===== src/rtl/b1_dec_scan.sv =====
// b1_dec_scan: registered 4-to-16 one-hot decoder with a hold register,
// a load strobe and a prescaled auto-scan mode (walking one-hot position).
// All outputs are registered; enable only gates onehot_out, never state.
module b1_dec_scan #(
    parameter int PRESCALE = 4
) (
    input  logic        clock,
    input  logic        reset,
    input  logic        enable,
    input  logic        load,
    input  logic [3:0]  code_in,
    input  logic        scan_en,
    output logic [15:0] onehot_out,
    output logic [3:0]  code_out,
    output logic        valid,
    output logic        wrap
);

    // Prescaler is at least one bit wide so PRESCALE=1 still has a counter.
    localparam int PS_W = (PRESCALE > 1) ? $clog2(PRESCALE) : 1;
    localparam logic [PS_W-1:0] PS_MAX = PS_W'(PRESCALE - 1);

    typedef enum logic [1:0] {
        ST_IDLE = 2'd0,
        ST_HOLD = 2'd1,
        ST_SCAN = 2'd2
    } state_t;

    state_t          state_reg;
    state_t          state_next;
    logic [3:0]      code_reg;
    logic [3:0]      code_next;
    logic [PS_W-1:0] presc_reg;
    logic [PS_W-1:0] presc_next;
    logic            wrap_next;
    logic [15:0]     onehot_next;
    logic [15:0]     onehot_reg;
    logic [3:0]      code_out_reg;
    logic            valid_reg;
    logic            wrap_reg;

    // State, counters and registered outputs; reset wins over everything.
    always_ff @(posedge clock) begin
        if (reset) begin
            state_reg    <= ST_IDLE;
            code_reg     <= 4'd0;
            presc_reg    <= '0;
            onehot_reg   <= 16'h0000;
            code_out_reg <= 4'd0;
            valid_reg    <= 1'b0;
            wrap_reg     <= 1'b0;
        end else begin
            state_reg    <= state_next;
            code_reg     <= code_next;
            presc_reg    <= presc_next;
            onehot_reg   <= onehot_next;
            code_out_reg <= code_next;
            valid_reg    <= (state_next != ST_IDLE);
            wrap_reg     <= wrap_next;
        end
    end

    // Next-state logic: IDLE is only re-entered through reset.
    always_comb begin
        state_next = state_reg;
        case (state_reg)
            ST_IDLE: begin
                if (scan_en)
                    state_next = ST_SCAN;
                else if (load)
                    state_next = ST_HOLD;
            end
            ST_HOLD: begin
                if (scan_en)
                    state_next = ST_SCAN;
            end
            ST_SCAN: begin
                if (!scan_en)
                    state_next = ST_HOLD;
            end
            default: state_next = ST_IDLE;
        endcase
    end

    // Code / prescaler update: load beats a scan step, and a dropped step
    // cannot raise wrap. Entering SCAN restarts the prescaler; leaving it
    // freezes the count.
    always_comb begin
        code_next  = code_reg;
        presc_next = presc_reg;
        wrap_next  = 1'b0;
        if (load) begin
            code_next  = code_in;
            presc_next = '0;
        end else if (state_reg == ST_SCAN && state_next == ST_SCAN) begin
            if (presc_reg == PS_MAX) begin
                code_next  = code_reg + 4'd1;
                presc_next = '0;
                wrap_next  = (code_reg == 4'd15);
            end else begin
                presc_next = presc_reg + 1'b1;
            end
        end else if (state_next == ST_SCAN) begin
            presc_next = '0;
        end
    end

    // One decode comparator per output bit, gated by enable and non-IDLE.
    generate
        for (genvar gi = 0; gi < 16; gi++) begin : g_dec
            assign onehot_next[gi] = enable && (state_next != ST_IDLE) &&
                                     (code_next == 4'(gi));
        end
    endgenerate

    assign onehot_out = onehot_reg;
    assign code_out   = code_out_reg;
    assign valid      = valid_reg;
    assign wrap       = wrap_reg;

endmodule


===== config.mk =====
export PLATFORM = sky130hd
export DESIGN_NAME = b1_dec_scan
export DESIGN_NICKNAME = d
export VERILOG_FILES = /design/src/rtl/b1_dec_scan.sv
export SDC_FILE = /design/constraint.sdc
export NUM_CORES = 1
export LEC_CHECK = 0
export CAP_MARGIN = 30
export CORE_MARGIN = 2
export CORE_UTILIZATION = 45
export CTS_CLUSTER_DIAMETER = 60
export DETAILED_ROUTE_END_ITERATION = 16
export PLACE_DENSITY = 0.78
export SYNTH_ARGS = -nofsm -noshare
export SYNTH_HDL_FRONTEND = slang
export SYNTH_SLANG_ARGS = --single-unit
export TNS_END_PERCENT = 10

===== constraint.sdc =====
create_clock -name clock -period 4.4 [get_ports clock]
set_clock_uncertainty 0.2 [all_clocks]
set_input_delay 0.44 -clock clock [delete_from_list [all_inputs] [get_ports clock]]
set_output_delay 0.44 -clock clock [all_outputs]
set_load 0.02 [all_outputs]

-- Yosys cells after proc, flatten, opt, wreduce, memory -nomap -nowiden
Cells that the tools add are included.
- register bits: 26
- input bits: 9
- output and inout port bits: 22
- logic and storage cells: 65
- add/sub/neg operators: 2
- equality and inequality tests: 20
- mux-type cells: 11
- bitwise logic cells: 2
- reductions and logical operators: 24
- operators by type and width (operator ; number):
    equality test 4 bit, second input constant ; 9
    logical AND 1 bit ; 18
    equality test 4 x 3 -> 1 bit, second input constant ; 4
    two-way mux 2 bit ; 7
    two-way mux 4 bit ; 3
    equality test 4 x 2 -> 1 bit, second input constant ; 2
    equality test 2 bit, second input constant ; 3
    case mux 2 bit (3 select lines) ; 1
    adder 4 x 1 -> 4 bit, second input constant ; 1
    equality test 4 x 1 -> 1 bit, second input constant ; 1
    zero test 4 bit ; 1
    nonzero test 2 bit ; 2
    OR reduction 4 bit ; 1
    adder 2 x 1 -> 2 bit, second input constant ; 1
    equality test 2 x 1 -> 1 bit, second input constant ; 1
    zero test 2 bit ; 1
    inverter 1 bit ; 2
    OR reduction 2 bit ; 1

-- Longest topological paths before layout
Gate-level depths: netlist (run 1).
- depth in word-level cells: 9
- mapped depth: 6
- gate-level depth less buffers: 5

-- Least setup slack after synthesis (run 1)
Ideal clock, no wire load.
- path type: flip-flop to flip-flop
- from: register presc_reg[0]
- to: register onehot_reg[2] (netlist: onehot_out[2])
- library setup time: 0.092 ns
- data arrival time: 1.546 ns
- required time: 4.108 ns
- slack: 2.562 ns
- stages on the path, launching flop included: 6
- buffers on the path: 0
- period minus slack after synthesis: 1.838 ns
- path through: dfxtp_1 ha_1 nand4b_2 or2_1 a221o_1 nor4_1
- word-level cells in the longest chain between the ends: 6
- ends and longest elaborated chain (element ; RTL line ; text):
    from (decl) ; 33 ; logic [PS_W-1:0] presc_reg;
    from (signal assigned) ; 55 ; presc_reg <= presc_next;
    equality test 2 bit ; 96 ; if (presc_reg == PS_MAX) begin
    two-way mux 4 bit ; 96 ;
    two-way mux 4 bit ; 95 ; end else if (state_reg == ST_SCAN && state_next == ST_SCAN) begin
    two-way mux 4 bit ; 92 ; if (load) begin
    equality test 4 x 2 -> 1 bit ; 112 ; (code_next == 4'(gi));
    logical AND 1 bit ; 111 ; assign onehot_next[gi] = enable && (state_next != ST_IDLE) &&
    to (signal assigned) ; 56 ; onehot_reg <= onehot_next;
    to (decl) ; 37 ; logic [15:0] onehot_reg;
No other way between the ends.
A chain may end at the register's enable or synchronous reset.

-- Final worst setup path (run 1)
- from: input port load
- to: register onehot_reg[15] (netlist: onehot_out[15])
- word-level cells in the longest chain between the ends: 9
- elaborated cells between the ends (all ways): 11
- those cells by class: eq/ne (2); mux (5); reduce/logical (4)
- ends and longest elaborated chain (element ; RTL line ; text):
    from (decl) ; 10 ; input logic load,
    two-way mux 2 bit ; 70 ; else if (load)
    two-way mux 2 bit ; 68 ; if (scan_en)
    case mux 2 bit (3 select lines) ; 66 ; case (state_reg)
    equality test 2 bit ; 95 ;
    logical AND 1 bit ; 95 ;
    two-way mux 4 bit ; 95 ;
    two-way mux 4 bit ; 92 ;
    equality test 4 bit ; 112 ;
    logical AND 1 bit * ; 111 ;
Every way passes the cells marked *; elsewhere a longest branch is shown, timed or not.

==> impl_metrics.env, run 1 <==
export IMPL_status="finished clean"
export IMPL_final_setup_tns_ps=0
export IMPL_die_height_um=50.3
export IMPL_path_buf_inv=1
export IMPL_synth_top_cell_area_share=0.540
export IMPL_final_cell_mix="clkdlybuf4s50_1, dfxtp_1, nor4_1"
export IMPL_switching_share=0.236
export IMPL_grt_overflow_total=0
export IMPL_async_flop_share=0
export IMPL_r2r_cells=5
export IMPL_die_w_um=50.3
export IMPL_dp_hpwl_mm=1.46
export IMPL_hp_class="reg -> reg"
export IMPL_grt_max_degree=19
export IMPL_grt_pass1_wl_mm=3.25
export IMPL_cts_max_level=1
export IMPL_end_kind="register"
export IMPL_portBuffers=30
export IMPL_cp_top_family="simple AND/OR/NAND/NOR gates"
export IMPL_hp_start="code_out[3]$_SDFF_PP0_"
export IMPL_ys_flop_type="dfxtp_1"
export IMPL_synth_enable_flop_cells=0
export IMPL_dieArea_um2=2530
export IMPL_cts_made_buffers=3
export IMPL_synth_nets=105
export IMPL_yosys_area_share_adder=0.0259
export IMPL_yosysTopAreaCell="dfxtp_1"
export IMPL_p_comb_frac=0.130
export IMPL_clkTransAtPathRegs_ps=120
export IMPL_ys_warn_count=0
export IMPL_power_frac_clock=0.275
export IMPL_relSlewSlack=0.545
export IMPL_syn2layout_area_growth_pct=36.6
export IMPL_rsz0062_at_grt="no"
export IMPL_cts_tree="done"
export IMPL_setup_worst_path_start_class="primary input"
export IMPL_post_cts_buffers=0
export IMPL_path_cells="clkdlybuf4s50_1 > or3_1 > o211ai_1 > nand4b_1 > nor4_1"
export IMPL_wl_per_cell_um=12.4
export IMPL_period_share=0.529
export IMPL_nets=136
export IMPL_fin_crit_ps=2330
export IMPL_cp_max_fo=18
export IMPL_synth_compound_area_frac=0.102
export IMPL_clockRootBuffer="clkbuf_4"
export IMPL_cap_violations=0
export IMPL_regToRegSetupSlack_ps=2280
export IMPL_power_uw=413
export IMPL_final_common_cell="clkdlybuf4s50_1"
export IMPL_hold_violations=0
export IMPL_syn_inst=94
export IMPL_finalSetupViolCount=0
export IMPL_synth_cell_types=31
export IMPL_antennaDiodeCount=0
export IMPL_drive_gt1_frac=0.0806
export IMPL_avgSynthCellArea_um2=10.3
export IMPL_worstSetupPathType="in -> reg"
export IMPL_cts_resized_gates=0
export IMPL_clk_latency_ps=310
export IMPL_cts_sinks=26
export IMPL_switchingPower_uw=97.5
export IMPL_viasPerCell=5.58
export IMPL_wirelength_mm=1.87
export IMPL_syn_area_um2=965
export IMPL_drc=0
export IMPL_rr_endpoint="onehot_out[15]$_SDFF_PP0_"
export IMPL_r2r_start="presc_reg[0]$_SDFFE_PP0P_"
export IMPL_ant_nets=0
export IMPL_cp_data_arrival_time_ps=2320
export IMPL_vias=842
export IMPL_cellLeakagePower_nw=0.472
export IMPL_synth_top_family_by_area="simple AND/OR/NAND/NOR gates"
export IMPL_initial_core_util=0.482
export IMPL_synth_xor_area_frac=0.00908
export IMPL_crit_cells=5
export IMPL_io_pins=31
export IMPL_clockBufferDepth=2
export IMPL_power_frac_seq=0.595
export IMPL_synth_simple_area_share=0.305
export IMPL_tightest_slew_ps=683
export IMPL_globalplace_congestion=0.827
export IMPL_largest_reg_flops=16
export IMPL_first_iter_violations=15
export IMPL_seq_area_frac_synth=0.540
export IMPL_cpPeakStageDelay_ps=850
export IMPL_ys_ff_latch=26
export IMPL_irDropWorstVdd_v=0.000179
export IMPL_track_usage=0.164
export IMPL_core_um2=2000
export IMPL_slowest_stage="clkdlybuf4s50_1"
export IMPL_finalMaxSlewViolations=0
export IMPL_required_ps=4390
export IMPL_endpoint="onehot_out[15]$_SDFF_PP0_"
export IMPL_max_clock_freq_ghz=0.430
export IMPL_muxShareOfSynthArea=0
export IMPL_ys_top_cells_by_area="dfxtp_1, nor4_1, a221oi_2"
export IMPL_crit_start="load"
export IMPL_cts_hold_buffers=0
export IMPL_p_per_area_nw_per_um2=314
export IMPL_p_int_uw=316
export IMPL_rows=16
export IMPL_grt_pass1_vias=759
export IMPL_antenna_found_initial=0
export IMPL_drt_first_pass_iters=4
[layout make-up]
cell class                      instances  area [um2]
Fill cell                             183         684
Timing Repair Buffer                   30         300
Multi-Input combinational cell         64         427
Clock buffer                            4        36.3
Sequential cell                        26         520
Tap cell                               27        33.8
[metrics by stage]
step	cell area, um2	util	setup slack (ps)	instances	hold slack (ps)
final	1320	0.658	2070	151	335
after global routing	1320	0.658	1990	151	369
after CTS	1320	0.658	2060	151	336
after detailed placement	1280	0.640	1760	147	312
after global placement	1280	0.640	1820	147	312
after floorplan	965	-	2560	94	317
[Yosys cell counts (2+ instances only)]
cell type	instances
dfxtp_1	26
nor2_1	7
a22oi_1	2
buf_2	2
nand3_1	3
a221o_1	2
nor3_1	3
nor2b_1	2
nor4_1	17
or3_1	2
a221oi_2	2
nand2_1	6
ha_1	2
[logic make-up after synthesis]
family,count (synthesis)
xor gates and xnor gates,1
buffers and inverters,4
AOI/OAI and AO/OA,11
adders and majority gates,2
DFF,26
and+or+nand+nor,50
[how the worst min path moves through the flow]
stage | slack (ps) | endpoint | cells past startpoint
after global placement | 310 | wrap$_SDFF_PP0_ | 1
after CTS | 340 | wrap$_SDFF_PP0_ | 1
after detailed placement | 310 | wrap$_SDFF_PP0_ | 1
after floorplan | 320 | presc_reg[1]$_SDFFE_PP0P_ | 2
after global routing | 370 | wrap$_SDFF_PP0_ | 1
final | 340 | wrap$_SDFF_PP0_ | 1
[metal layers]
layer / vias to the layer above / track usage / part of all wire
li1: 421 / - / -
met1: 392 / 0.188 / 0.43
met2: 29 / 0.303 / 0.51
met3: 0 / 0.0298 / 0.062
met4: 0 / 0.0541 / 0
met5: - / 0 / 0
[power by group through the flow]
stage	registers, mW	logic [mW]	clock network, mW
detailed placement	0.251	0.0536	0
finish	0.246	0.0537	0.114
global route	0.247	0.0582	0.131
global placement	0.251	0.0528	0
floorplan	0.256	0.0266	0
CTS	0.246	0.0538	0.117
Note: power is estimated with default switching activity, not from simulation.
==> inputs of run 2 (changes only) <==
--- a/config.mk
+++ b/config.mk
@@ -6,11 +6,12 @@
 export NUM_CORES = 1
 export LEC_CHECK = 0
 export CAP_MARGIN = 30
+export CORE_ASPECT_RATIO = 0.6
 export CORE_MARGIN = 2
-export CORE_UTILIZATION = 45
+export CORE_UTILIZATION = 40
 export CTS_CLUSTER_DIAMETER = 60
 export DETAILED_ROUTE_END_ITERATION = 16
-export PLACE_DENSITY = 0.78
+export PLACE_DENSITY = 0.74
 export SYNTH_ARGS = -nofsm -noshare
 export SYNTH_HDL_FRONTEND = slang
 export SYNTH_SLANG_ARGS = --single-unit
==> constraint.sdc (replaced) <==
create_clock -name clock -period 1.9 [get_ports clock]
set_clock_uncertainty 0.2 [all_clocks]
set_input_delay 0.19 -clock clock [delete_from_list [all_inputs] [get_ports clock]]
set_output_delay 0.19 -clock clock [all_outputs]
set_load 0.02 [all_outputs]
==> impl_metrics.env, run 2 (synthesis results as in run 1) <==
export IMPL_die_height_um=42.0
export IMPL_placed_cells=165
export IMPL_end_kind="register"
export IMPL_grt_pass1_vias=973
export IMPL_r2r_start="presc_reg[1]$_SDFFE_PP0P_"
export IMPL_viasPerCell=5.62
export IMPL_clockBufferDepth=2
export IMPL_grt_pass1_wl_mm=4.71
export IMPL_switching_share=0.247
export IMPL_finalMaxSlewViolations=0
export IMPL_syn2layout_area_growth_pct=65.6
export IMPL_clockRootBuffer="clkbuf_8"
export IMPL_r2r_cells=5
export IMPL_switchingPower_uw=271
export IMPL_whs_path_depth=3
export IMPL_relSlewSlack=0.734
export IMPL_io_pins=31
export IMPL_p_comb_frac=0.164
export IMPL_cp_max_fo=8
export IMPL_wl_per_cell_um=16.7
export IMPL_max_clock_freq_ghz=0.476
export IMPL_power_frac_clock=0.317
export IMPL_ant_nets=0
export IMPL_dp_hpwl_mm=1.82
export IMPL_finalSetupViolCount=17
export IMPL_setup_ws_ps=-201
export IMPL_final_cells=173
export IMPL_track_usage=0.223
export IMPL_required_ps=1860
export IMPL_clkTransAtPathRegs_ps=80
export IMPL_irDropWorstVdd_v=0.000609
export IMPL_largest_reg_flops=16
export IMPL_status="complete, but fails checks"
export IMPL_die_w_um=67.4
export IMPL_fin_crit_ps=2100
export IMPL_regToRegSetupSlack_ps=-200
export IMPL_cp_data_arrival_time_ps=2060
export IMPL_antenna_found_initial=0
export IMPL_hp_class="in -> reg"
export IMPL_cap_violations=0
export IMPL_first_iter_violations=28
export IMPL_nets=155
export IMPL_cts_sinks=26
export IMPL_cellLeakagePower_nw=0.592
export IMPL_globalplace_congestion=0.801
export IMPL_hold_violations=0
export IMPL_wirelength_mm=2.90
export IMPL_cpPeakStageDelay_ps=370
export IMPL_drt_first_pass_iters=4
export IMPL_hp_start="load"
export IMPL_drive_gt1_frac=0.301
export IMPL_p_per_area_nw_per_um2=688
export IMPL_rows=13
export IMPL_final_cell_mix="clkdlybuf4s50_1, dfxtp_1, buf_4"
export IMPL_cts_tree="done"
export IMPL_setup_worst_path_start_class="register"
export IMPL_final_area_um2=1600
export IMPL_portBuffers=30
export IMPL_initial_core_util=0.433
export IMPL_path_cells="ha_4 > and4b_1 > or3_4 > a31o_4 > nor4_1"
export IMPL_worstSetupPathType="reg -> reg"
export IMPL_period_share=1.11
export IMPL_vias=972
export IMPL_p_int_uw=828
export IMPL_violations="negative setup slack"
export IMPL_drc=0
export IMPL_cts_hold_buffers=0
export IMPL_hold_path_end="presc_reg[0]$_SDFFE_PP0P_"
export IMPL_power_frac_seq=0.519
export IMPL_cts_max_level=1
export IMPL_rsz0062_at_grt="yes"
export IMPL_whs_ps=326
export IMPL_clk_latency_ps=270
export IMPL_tightest_slew_ps=399
export IMPL_slowest_stage="or3_4"
export IMPL_core_um2=2230
export IMPL_grt_overflow_total=0
export IMPL_cts_made_buffers=3
export IMPL_rr_endpoint="onehot_out[1]$_SDFF_PP0_"
export IMPL_antennaDiodeCount=0
export IMPL_grt_max_degree=15
export IMPL_dieArea_um2=2830
export IMPL_final_common_cell="clkdlybuf4s50_1"
export IMPL_placed_area_um2=1400
==> run 2: timing repair <==
item | 4_1_cts | 5_1_grt
resized for setup | 13 | 9
setup endpoints to repair | 17 | 17
setup buffers | 2 | 2
pin swaps | 9 | 4
==> run 2: final cells by class <==
class | count | area (um2)
clock buffers | 4 | 55.1
well taps | 30 | 37.5
flip-flops and latches | 26 | 523
multi-input cells | 64 | 529
fillers | 140 | 631
repair buffers | 49 | 453
==> run 2: power by group through the flow <==
stage | clock, mW | combinational [mW] | sequential, mW
floorplan | 0 | 0.0615 | 0.593
global placement | 0 | 0.141 | 0.581
detailed placement | 0 | 0.144 | 0.582
CTS | 0.355 | 0.159 | 0.570
global route | 0.380 | 0.192 | 0.573
finish | 0.348 | 0.181 | 0.571
==> run 2: worst max path at each step <==
| stage | slack (ps) | from | endpoint |
|---|---|---|---|
| 2_1_floorplan | 60 | presc_reg[0]$_SDFFE_PP0P_ | onehot_out[2]$_SDFF_PP0_ |
| 3_3_place_gp | -210 | scan_en | onehot_out[5]$_SDFF_PP0_ |
| 3_5_place_dp | -250 | load | onehot_out[14]$_SDFF_PP0_ |
| 4_1_cts | -60 | presc_reg[1]$_SDFFE_PP0P_ | onehot_out[5]$_SDFF_PP0_ |
| 5_1_grt | -310 | presc_reg[0]$_SDFFE_PP0P_ | onehot_out[1]$_SDFF_PP0_ |
| 6_report | -200 | presc_reg[1]$_SDFFE_PP0P_ | onehot_out[1]$_SDFF_PP0_ |
==> run 2: stage by stage <==
step / TNS, ps / setup slack [ps] / power, mW / utilization
6_report: -972 / -201 / 1.10 / 0.717
2_1_floorplan: 0 / 62.2 / 0.655 / -
5_1_grt: -1950 / -315 / 1.14 / 0.717
3_3_place_gp: -3030 / -211 / 0.722 / 0.627
4_1_cts: -219 / -63.2 / 1.08 / 0.689
3_5_place_dp: -3320 / -255 / 0.727 / 0.627
==> run 2: per-layer routing <==
metal | track usage | up-vias | share of wire | wire [um]
met5 | 0 | - | 0 | 0
met4 | 0.0694 | 0 | 0.022 | 63
met3 | 0.0565 | 9 | 0.040 | 115
met2 | 0.378 | 26 | 0.49 | 1430
met1 | 0.277 | 477 | 0.44 | 1280
li1 | - | 460 | - | -
==> run 2: critical path, delay by kind of cell, from the launching register on <==
kind | cells | cell delay (ps)
flops | 1 | 350
simple gates | 3 | 980
compound gates | 1 | 280
fa+ha+maj | 1 | 170
==> inputs of run 3 (changes only) <==
--- a/config.mk
+++ b/config.mk
@@ -8,10 +8,10 @@
 export CAP_MARGIN = 30
 export CORE_ASPECT_RATIO = 0.6
 export CORE_MARGIN = 2
-export CORE_UTILIZATION = 40
+export CORE_UTILIZATION = 44
 export CTS_CLUSTER_DIAMETER = 60
 export DETAILED_ROUTE_END_ITERATION = 16
-export PLACE_DENSITY = 0.74
+export PLACE_DENSITY = 0.77
 export SYNTH_ARGS = -nofsm -noshare
 export SYNTH_HDL_FRONTEND = slang
 export SYNTH_SLANG_ARGS = --single-unit
==> constraint.sdc (replaced) <==
create_clock -name clock -period 2.18 [get_ports clock]
set_clock_uncertainty 0.2 [all_clocks]
set_input_delay 0.218 -clock clock [delete_from_list [all_inputs] [get_ports clock]]
set_output_delay 0.218 -clock clock [all_outputs]
set_load 0.02 [all_outputs]
==> impl_metrics.env, run 3 (synthesis results as in run 1) <==
export IMPL_status="finished clean"
export IMPL_grt_pass1_wl_mm=3.33
export IMPL_cts_max_level=1
export IMPL_dieArea_um2=2600
export IMPL_required_ps=2200
export IMPL_nets=147
export IMPL_track_usage=0.177
export IMPL_io_pins=31
export IMPL_vias=874
export IMPL_syn2layout_area_growth_pct=47.2
export IMPL_wirelength_mm=2.42
export IMPL_setup_worst_path_start_class="register"
export IMPL_finalSetupViolCount=0
export IMPL_period_share=0.965
export IMPL_wl_per_cell_um=14.7
export IMPL_multiInputGateArea_um2=443
export IMPL_rsz0062_at_grt="yes"
export IMPL_seq_area_um2=520
export IMPL_drc=0
export IMPL_cp_max_fo=8
export IMPL_worstSetupPathType="reg -> reg"
export IMPL_tightest_slew_ps=359
export IMPL_die_height_um=40.3
export IMPL_clkTransAtPathRegs_ps=120
export IMPL_rows=13
export IMPL_p_per_area_nw_per_um2=603
export IMPL_grtUsageMet3=0.0421
export IMPL_antennaDiodeCount=0
export IMPL_max_clock_freq_ghz=0.475
export IMPL_clockBufferDepth=2
export IMPL_dp_hpwl_mm=1.77
export IMPL_clockRootBuffer="clkbuf_4"
export IMPL_cts_made_buffers=3
export IMPL_top_usage_layer="met2"
export IMPL_irDropWorstVdd_v=0.000387
export IMPL_relSlewSlack=0.760
export IMPL_fillers=165
export IMPL_finalMaxSlewViolations=0
export IMPL_fin_util=0.672
export IMPL_hp_class="reg -> reg"
export IMPL_end_kind="register"
export IMPL_drt_first_pass_iters=4
export IMPL_final_common_cell="clkdlybuf4s50_1"
export IMPL_die_w_um=64.5
export IMPL_cts_sinks=26
export IMPL_drive_gt1_frac=0.185
export IMPL_initial_core_util=0.456
export IMPL_placed_cells=161
export IMPL_portBuffers=30
export IMPL_antenna_found_initial=0
export IMPL_grt_pass1_vias=692
export IMPL_first_iter_violations=26
export IMPL_final_cells=165
export IMPL_hold_violations=0
export IMPL_final_cell_mix="clkdlybuf4s50_1, dfxtp_1, nor4_1"
export IMPL_grt_max_degree=15
export IMPL_clk_latency_ps=310
export IMPL_cap_violations=0
export IMPL_ant_nets=0
export IMPL_cts_tree="done"
export IMPL_grt_met1_usage=0.248
export IMPL_grt_overflow_total=0
export IMPL_cellLeakagePower_nw=0.523
export IMPL_viasPerCell=5.30
export IMPL_cp_data_arrival_time_ps=2130
export IMPL_core_um2=2110
export IMPL_fin_crit_ps=2100
export IMPL_grt_util_met2=0.281
export IMPL_largest_reg_flops=16
export IMPL_globalplace_congestion=0.834
-- run 3: through the flow --
step	worst slack (ps)	total power, mW	area (um2)	hold slack [ps]	setup TNS (ps)
after floorplan	342	0.571	965	96.5	0
after CTS	29.5	0.856	1400	348	0
after detailed placement	-83.1	0.631	1370	330	-160
final	75.4	0.856	1420	346	0
after global routing	-46.8	0.893	1420	373	-93.3
after global placement	-77.2	0.628	1370	327	-162
-- run 3: final timing paths --
path	to	slack, ps	cells after the start	start
max	onehot_out[1]$_SDFF_PP0_	80	5	presc_reg[0]$_SDFFE_PP0P_
min	wrap$_SDFF_PP0_	350	1	code_out[3]$_SDFF_PP0_
max reg2reg	onehot_out[1]$_SDFF_PP0_	80	5	presc_reg[0]$_SDFFE_PP0P_
min reg2reg	wrap$_SDFF_PP0_	350	1	code_out[3]$_SDFF_PP0_
-- run 3: layout make-up --
type                       instances  share of cell area
tap                               30              0.0264
clock buffer                       4              0.0256
sequential                        26               0.367
timing repair buffer              41               0.270
multi-input combinational         64               0.312
-- run 3: report_power, final --
| part | switching [mW] | internal [mW] |
|---|---|---|
| logic | 0.0681 | 0.0605 |
| clock network | 0.129 | 0.102 |
| registers | 0.0101 | 0.487 |
-- run 3: metal layers --
metal  vias to the layer above  part of all wire  wire [um]
met4                         0                 0          0
met1                       412              0.51       1230
li1                        443                 -          -
met3                         0             0.040         97
met5                         -                 0          0
met2                        19              0.45       1100
-- run 3: critical path, cell delays in order, from the launching register on --
cell      delay, ps
dfxtp_1         390
ha_2            240
nand4b_2        140
or2_1           270
a221o_2         430
nor4_2          330
-- run 3: what timing repair did --
| action | 4_1_cts | 5_1_grt |
|---|---|---|
| setup buffers | 0 | 0 |
| hold buffers | 0 | 0 |
| gates resized for setup | 0 | 4 |
| endpoints found under the hold margin | 0 | 0 |
| endpoints found under the setup margin | 0 | 6 |
